$ cat src/rtl/boot_supervisor.sv
// Bootloader housekeeping: us/ms/step ticks, breathing LED, host SOF watchdog and sticky warm-boot request.
// Optional build macro BOOT_SUPERVISOR_STATUS_LED_EN makes the LED show supervisor state instead of always breathing.
module boot_supervisor #(
    parameter int CLK_FREQ_HZ  = 48000000,
    parameter int PWM_BITS     = 8,
    parameter int STEP_US      = 1000,
    parameter int TIMEOUT_MS   = 1000,
    parameter int NUM_BOOT_SRC = 2
) (
    input  logic                    clk,
    input  logic                    reset,
    input  logic                    sof_valid,
    input  logic [NUM_BOOT_SRC-1:0] boot_req,
    input  logic                    inhibit,
    output logic                    led,
    output logic                    boot,
    output logic                    timeout,
    output logic [1:0]              state
);
    // state     | meaning
    // WAIT_HOST | no SOF seen yet, watchdog running
    // CONNECTED | host sending SOFs, watchdog re-armed by each one
    // ARMED     | boot decided, held off while flash is busy
    // BOOT      | warm-boot requested, terminal until reset
    typedef enum logic [1:0] {
        WAIT_HOST = 2'd0,
        CONNECTED = 2'd1,
        ARMED     = 2'd2,
        BOOT      = 2'd3
    } state_t;

    localparam int PRESC = CLK_FREQ_HZ / 1000000;
    localparam int PW    = (PRESC > 1) ? $clog2(PRESC) : 1;
    localparam int SW    = (STEP_US > 1) ? $clog2(STEP_US) : 1;
    localparam int TW    = $clog2(TIMEOUT_MS + 1);

    localparam logic [PW-1:0]       PRESC_LAST = PW'(PRESC - 1);
    localparam logic [SW-1:0]       STEP_LAST  = SW'(STEP_US - 1);
    localparam logic [TW-1:0]       TIMER_MAX  = TW'(TIMEOUT_MS);
    localparam logic [PWM_BITS-1:0] BRIGHT_MAX = {PWM_BITS{1'b1}};

    logic [PW-1:0]       presc_q, presc_d;
    logic [9:0]          us_cnt_q, us_cnt_d;
    logic [SW-1:0]       step_cnt_q, step_cnt_d;
    logic [PWM_BITS-1:0] bright_q, bright_d;
    logic                dir_up_q, dir_up_d;
    logic [PWM_BITS-1:0] pwm_cnt_q, pwm_cnt_d;
    logic                led_breathe_q, led_breathe_d;
    logic [TW-1:0]       timer_q, timer_d;
    logic                us_tick, ms_tick, step_tick, expired;

    state_t state_q;
    logic   boot_q, timeout_q;

    always_comb begin
        us_tick    = (presc_q == PRESC_LAST);
        ms_tick    = us_tick && (us_cnt_q == 10'd999);
        step_tick  = us_tick && (step_cnt_q == STEP_LAST);
        expired    = (timer_q == TIMER_MAX);

        presc_d    = us_tick ? '0 : presc_q + 1'b1;
        us_cnt_d   = us_cnt_q;
        step_cnt_d = step_cnt_q;
        if (us_tick) begin
            us_cnt_d   = (us_cnt_q == 10'd999) ? '0 : us_cnt_q + 1'b1;
            step_cnt_d = (step_cnt_q == STEP_LAST) ? '0 : step_cnt_q + 1'b1;
        end

        // Triangle: the turnaround step holds the extreme value for one extra step.
        bright_d = bright_q;
        dir_up_d = dir_up_q;
        if (step_tick) begin
            if (dir_up_q) begin
                if (bright_q == BRIGHT_MAX) dir_up_d = 1'b0;
                else                        bright_d = bright_q + 1'b1;
            end else begin
                if (bright_q == '0) dir_up_d = 1'b1;
                else                bright_d = bright_q - 1'b1;
            end
        end

        pwm_cnt_d     = pwm_cnt_q + 1'b1;
        led_breathe_d = (bright_q > pwm_cnt_q);

        timer_d = timer_q;
        if (sof_valid)                timer_d = '0;
        else if (ms_tick && !expired) timer_d = timer_q + 1'b1;
    end

    always_ff @(posedge clk) begin
        if (reset) begin
            presc_q       <= '0;
            us_cnt_q      <= '0;
            step_cnt_q    <= '0;
            bright_q      <= '0;
            dir_up_q      <= 1'b1;
            pwm_cnt_q     <= '0;
            led_breathe_q <= 1'b0;
            timer_q       <= '0;
        end else begin
            presc_q       <= presc_d;
            us_cnt_q      <= us_cnt_d;
            step_cnt_q    <= step_cnt_d;
            bright_q      <= bright_d;
            dir_up_q      <= dir_up_d;
            pwm_cnt_q     <= pwm_cnt_d;
            led_breathe_q <= led_breathe_d;
            timer_q       <= timer_d;
        end
    end

    // A boot request or expiry outranks a coincident SOF so a request is never dropped.
    always_ff @(posedge clk) begin
        if (reset) begin
            state_q   <= WAIT_HOST;
            boot_q    <= 1'b0;
            timeout_q <= 1'b0;
        end else begin
            case (state_q)
                WAIT_HOST, CONNECTED: begin
                    if (expired || (|boot_req)) begin
                        state_q <= ARMED;
                        if (expired) timeout_q <= 1'b1;
                    end else if (sof_valid) begin
                        state_q <= CONNECTED;
                    end
                end
                ARMED: begin
                    if (!inhibit) begin
                        state_q <= BOOT;
                        boot_q  <= 1'b1;
                    end
                end
                default: begin
                    state_q <= BOOT;
                    boot_q  <= 1'b1;
                end
            endcase
        end
    end

`ifdef BOOT_SUPERVISOR_STATUS_LED_EN
    logic [9:0] blink_cnt_q, blink_cnt_d;

    always_comb begin
        blink_cnt_d = blink_cnt_q;
        if (ms_tick) blink_cnt_d = (blink_cnt_q == 10'd999) ? '0 : blink_cnt_q + 1'b1;
    end

    always_ff @(posedge clk) begin
        if (reset) blink_cnt_q <= '0;
        else       blink_cnt_q <= blink_cnt_d;
    end

    always_comb begin
        case (state_q)
            WAIT_HOST: led = (blink_cnt_q < 10'd500);
            CONNECTED: led = led_breathe_q;
            default:   led = 1'b0;
        endcase
    end
`else
    assign led = led_breathe_q;
`endif

    assign boot    = boot_q;
    assign timeout = timeout_q;
    assign state   = state_q;
endmodule

$ cat config.mk
export PLATFORM = sky130hd
export DESIGN_NAME = boot_supervisor
export DESIGN_NICKNAME = d
export VERILOG_FILES = /design/src/rtl/boot_supervisor.sv
export SDC_FILE = /design/constraint.sdc
export NUM_CORES = 1
export LEC_CHECK = 0
export CAP_MARGIN = 0
export CELL_PAD_IN_SITES_DETAIL_PLACEMENT = 1
export CELL_PAD_IN_SITES_GLOBAL_PLACEMENT = 1
export CORE_MARGIN = 2
export CORE_UTILIZATION = 42
export DETAILED_ROUTE_END_ITERATION = 8
export HOLD_SLACK_MARGIN = 0.06
export PLACE_DENSITY_LB_ADDON = 0.2
export SLEW_MARGIN = 20
export SYNTH_ARGS = -nofsm -noshare
export SYNTH_HDL_FRONTEND = slang
export SYNTH_SLANG_ARGS = --single-unit
$ cat constraint.sdc
create_clock -name clk -period 2.22 [get_ports clk]
set_input_delay 0.333 -clock clk [delete_from_list [all_inputs] [get_ports clk]]
set_output_delay 0.333 -clock clk [all_outputs]
set_load 0.05 [all_outputs]
# --- Yosys cells after proc, flatten, opt, wreduce, memory -nomap -nowiden ---
# Index checks and enable logic that the tools add are counted.
word_totals:
  regBits: 58
  input_bits: 6
  output_inout_bits: 5
  elab_cells: 60
classes:
  n_addsub: 7
  magnitude_cmp: 1
  eq_ne: 11
  mux: 14
  n_bitwise: 1
  n_reduce_logical: 15
ops:
  columns: ["operator", "count"]
  rows:
  - ["$add A10 B1 Y10 const B", 3]
  - ["$eq A10 B10 Y1 const B", 3]
  - ["$mux W8", 3]
  - ["$mux W10", 2]
  - ["$add A8 B1 Y8 const B", 2]
  - ["$eq A8 B8 Y1 const B", 1]
  - ["$gt A8 B8 Y1", 1]
  - ["$logic_not A8 Y1", 1]
  - ["$reduce_or A2 Y1", 4]
  - ["$sub A8 B1 Y8 const B", 1]
  - ["$add A6 B1 Y6 const B", 1]
  - ["$eq A6 B6 Y1 const B", 1]
  - ["$mux W2", 3]
  - ["$ne A2 B2 Y1 const B", 3]
  - ["$reduce_and A3 Y1", 2]
  - ["$mux W1", 4]
  - ["$pmux W2 S2", 1]
  - ["$reduce_and A2 Y1", 2]
  - ["$logic_and A1 B1 Y1", 3]
  - ["$ne A3 B3 Y1 const B", 1]
  - ["$eq A2 B1 Y1 const B", 1]
  - ["$eq A2 B2 Y1 const B", 1]
  - ["$logic_not A2 Y1", 1]
  - ["$pmux W1 S2", 1]
  - ["3 further kinds", 3]

# --- Depth between registers and ports, before layout ---
depth:
  word_depth: 4
  ltp_mapped: 8
  mapped_depth_nobuf: 7

# --- Worst setup path after synthesis ---
# OpenSTA, ideal clock, no wires.
synth_timing:
  path_type: "register to register"
  start: "register presc_q[0]"
  end: "register us_cnt_q[7]"
  setup_ns: 0.072
  t_arrival_ns: 1.848
  t_required_ns: 2.148
  path_slack_ns: 0.301
  path_stages_with_launch: 8
  path_buffers: 1
  synth_period_minus_slack_ns: 1.919
  path_cell_list: "dfxtp_1 ha_1 nand3_4 or2_1 buf_6 or3_4 or3_1 a21oi_1"
synth_via:
  elab_chain_cells: 1
synth_rtl:
  columns: ["element", "line", "rtl"]
  rows:
  - ["start: declaration", "42", "logic [PW-1:0] presc_q, presc_d;"]
  - ["start signal: assignment", "101", "presc_q <= presc_d;"]
  - ["$eq A6 B6 Y1", "56", "us_tick = (presc_q == PRESC_LAST);"]
  - ["end signal: assignment", "102", "us_cnt_q <= us_cnt_d;"]
  - ["end: declaration", "43", "logic [9:0] us_cnt_q, us_cnt_d;"]
# Every way passes these cells.
# A chain may end at the register's enable or synchronous reset.

# --- Worst setup path after layout ---
layout_timing:
  start: "register dir_up_q"
  end: "register bright_q[7]"
layout_via:
  elab_chain_cells: 2
  word_cells_on_any_way: 4
  cone_classes: "2 x eq/ne; 1 x mux; 1 x reduce/logical"
layout_rtl:
  columns: ["element", "line", "rtl"]
  rows:
  - ["start: declaration", "46", "logic dir_up_q, dir_up_d;"]
  - ["start signal: assignment", "105", "dir_up_q <= dir_up_d;"]
  - ["$ne A2 B2 Y1 (no source line)", null, null]
  - ["$reduce_and A3 Y1 (no source line)", null, null]
  - ["end signal: assignment", "104", "bright_q <= bright_d;"]
  - ["end: declaration", "45", "logic [PWM_BITS-1:0] bright_q, bright_d;"]
# Several ways; a longest one is shown, not always the timed one.

==> results.cfg <==
[run_status]
status = finished clean

[cts]
cts.sinks = 58
cts.htree.levels = 3
cts_max_path_buffers = 2
cts-root-buf = clkbuf_8
clkLatencyLatePin_ps = 340
cts_tree = yes
path_clk_slew_ps = 70
cts_buffers = 9
cts_hold_buffers = 0

[detailed_routing]
wl_per_cell_um = 13.79
antenna_left = 0
vias = 2398
firstDrtPassIters = 4
drc = 0
wl_um = 6330
drtIter0Drc = 63
via_per_inst = 5.224

[pwr]
power.leakage_uw = 0.001251
swShare = 0.2323
intPower_uw = 1618
seq_power_share = 0.507
ir_drop_mv = 0.3084
combPwrFrac = 0.052
pwr-share-clk = 0.441
power_density_mw_per_mm2 = 612.5
switching_power_uw = 489.5

[yosys]
syn_nets = 362
ys_seq_elements = 58
synth_edf_count = 0
synth.area.top_cells = dfxtp_1 (39%), ha_1 (8.4%), xnor2_1 (8.2%)
synthCells = 335
yosysMostFrequentCell = dfxtp_1
synth_seq_area_share = 0.3891
synth-async-reset-ratio = 0
yosys.area.top_type = dfxtp_1
synthesis.area_mm2 = 0.002984
syn_area_per_cell_um2 = 8.908
synthFlopType = dfxtp_1
synth_common_cells = dfxtp_1 (58), nor2_1 (48), xnor2_1 (28), ha_1 (20), a21oi_1 (19)
yosysWarnings = 0
ys_types = 49
yosysTopAreaCellShare = 0.3891

[place]
post-dp-hpwl_um = 4582
io_buffers = 10
place_congestion = 0.7727
placed_cells = 440

[min_path]
hold_class = reg -> reg

[setup_path]
startpoint_type = flop
crit_fanout = 6
critPathArrivalTime_ps = 2270
end_kind = flop
crit_required_ps = 2450
critPathKind = reg -> reg

[timing]
setup-tns-final_ps = 0
max_slew_margin = 0.6012
fin_skew_ps = 6.241
rsz0062_at_grt = no
hold_ws_ps = 468.8
fin_crit_sh = 0.9212
setup_viol = 0
slew_violations = 0
hold_violations = 0
max_freq_ghz = 0.4890
tightest_slew_ps = 592.8
min_period_ps = 2045

[die]
die_h_um = 88.29
io_pins = 11
dieArea_mm2 = 0.007795
die_w_um = 88.29
start_util = 0.4368
fp-row-count = 30
fp.coreArea_mm2 = 0.006832

[global_routing]
grt_pass1_vias = 2413
grt_pass1_wl_um = 11140
overflow = 0
antenna_found_initial = 0
grt_max_degree = 17
track_usage = 0.1811

[layout]
layout-drive-gt1-share = 0.1074
final_nets = 385
antenna_cells = 0
syn_to_final_growth_pct = 15.30
instances_no_fill = 459

[flow_run]
max-cap-violations = 0
## placed cells by master, fill, tap and decap left out, types with 3 or more instances in the layout
| master | synthesis | layout |
|---|---|---|
| inv_1 | 17 | 16 |
| and3_1 | 5 | 5 |
| a21oi_1 | 19 | 18 |
| buf_4 | 0 | 11 |
| a21o_1 | 3 | 3 |
| clkdlybuf4s50_1 | 0 | 10 |
| mux2i_1 | 5 | 5 |
| nor3_1 | 14 | 14 |
| nor2b_1 | 4 | 4 |
| xor2_1 | 10 | 10 |
| nand4_1 | 9 | 9 |
| nand2b_1 | 7 | 7 |
| xnor2_1 | 28 | 28 |
| nand3_1 | 14 | 14 |
| nor4_1 | 7 | 7 |
| nor4_2 | 3 | 3 |
| o21ai_0 | 5 | 5 |
| dfxtp_1 | 58 | 57 |
| clkinvlp_4 | 0 | 3 |
| ha_1 | 20 | 20 |
| nand2_1 | 13 | 13 |
| clkbuf_8 | 0 | 9 |
| nor2_1 | 48 | 48 |
## metal layers
metal | up-vias | part of all wire | global-route usage
li1 | 1210 | - | -
met1 | 1159 | 0.47 | 0.2276
met2 | 21 | 0.49 | 0.3042
met3 | 8 | 0.026 | 0.05877
met4 | 0 | 0.0088 | 0.04132
met5 | - | 0 | 0
## power groups by stage
stage	sequential, uW	combinational [uW]	clock [uW]
finish	1070	110	929
global route	1070	122	1010
CTS	1070	112	966
detailed placement	1090	112	0
global placement	1090	108	0
floorplan	1110	51.6	0
## sequential cells by signal (all words and copies together) (netlist names)
register,count
us_cnt_q,10
timeout,1
pwm_cnt_q,8
dir_up_q,1
step_cnt_q,10
boot,1
timer_q,10
presc_q,6
state,2
led,1
bright_q,8
## per-stage QoR
step,total power [uW],setup slack [ps],instance area [um^2],utilization
floorplan,1161,300.8,2984,-
global placement,1198,229.2,3218,0.4711
detailed placement,1203,177.6,3218,0.4711
CTS,2146,166.5,3405,0.4984
global route,2197,36.33,3441,0.5037
finish,2107,175.0,3441,0.5037
## cells by family (layout without fill, tap and decap cells)
logic type / after synthesis / count (layout) / synth area share
compound gates: 40 / 40 / 0.08134
fa+ha+maj: 21 / 21 / 0.09057
xor+xnor: 38 / 38 / 0.1115
flops: 58 / 58 / 0.3891
simple gates: 145 / 145 / 0.2675
mux: 6 / 6 / 0.02055
buf+inv: 27 / 55 / 0.03941
## path summary, 6_finish.rpt
path	start	cells after the start	slack [ps]	to
max reg2reg	dir_up_q	8	180	bright_q[7]
min reg2reg	presc_q[0]	1	470	presc_q[0]
min	presc_q[0]	1	470	presc_q[0]
max	dir_up_q	8	180	bright_q[7]
## final cells by class
| cell class | instances | area [um^2] |
|---|---|---|
| clock buffer | 11 | 131.4 |
| clock inverter | 5 | 55.05 |
| fill | 816 | 3391 |
| inverter | 17 | 67.56 |
| multi-input combinational | 250 | 1709 |
| sequential | 58 | 1162 |
| tap | 96 | 120.1 |
| timing repair buffer | 22 | 195.2 |
## critical path, cell delays in order (launching register included)
cell and delay, ps:
dfxtp_2 360, clkinvlp_4 160, dlymetal6s2s_1 220, ha_1 300, a21oi_2 170, o211ai_1 110, nand2_1 90, mux2i_1 190
mux2_2 340
## repair_timing
item | CTS | global route
buffers inserted | 0 | 3
endpoints found under the setup margin | 0 | 1
resized for setup | 0 | 3
(Power assumes the default switching activity.)
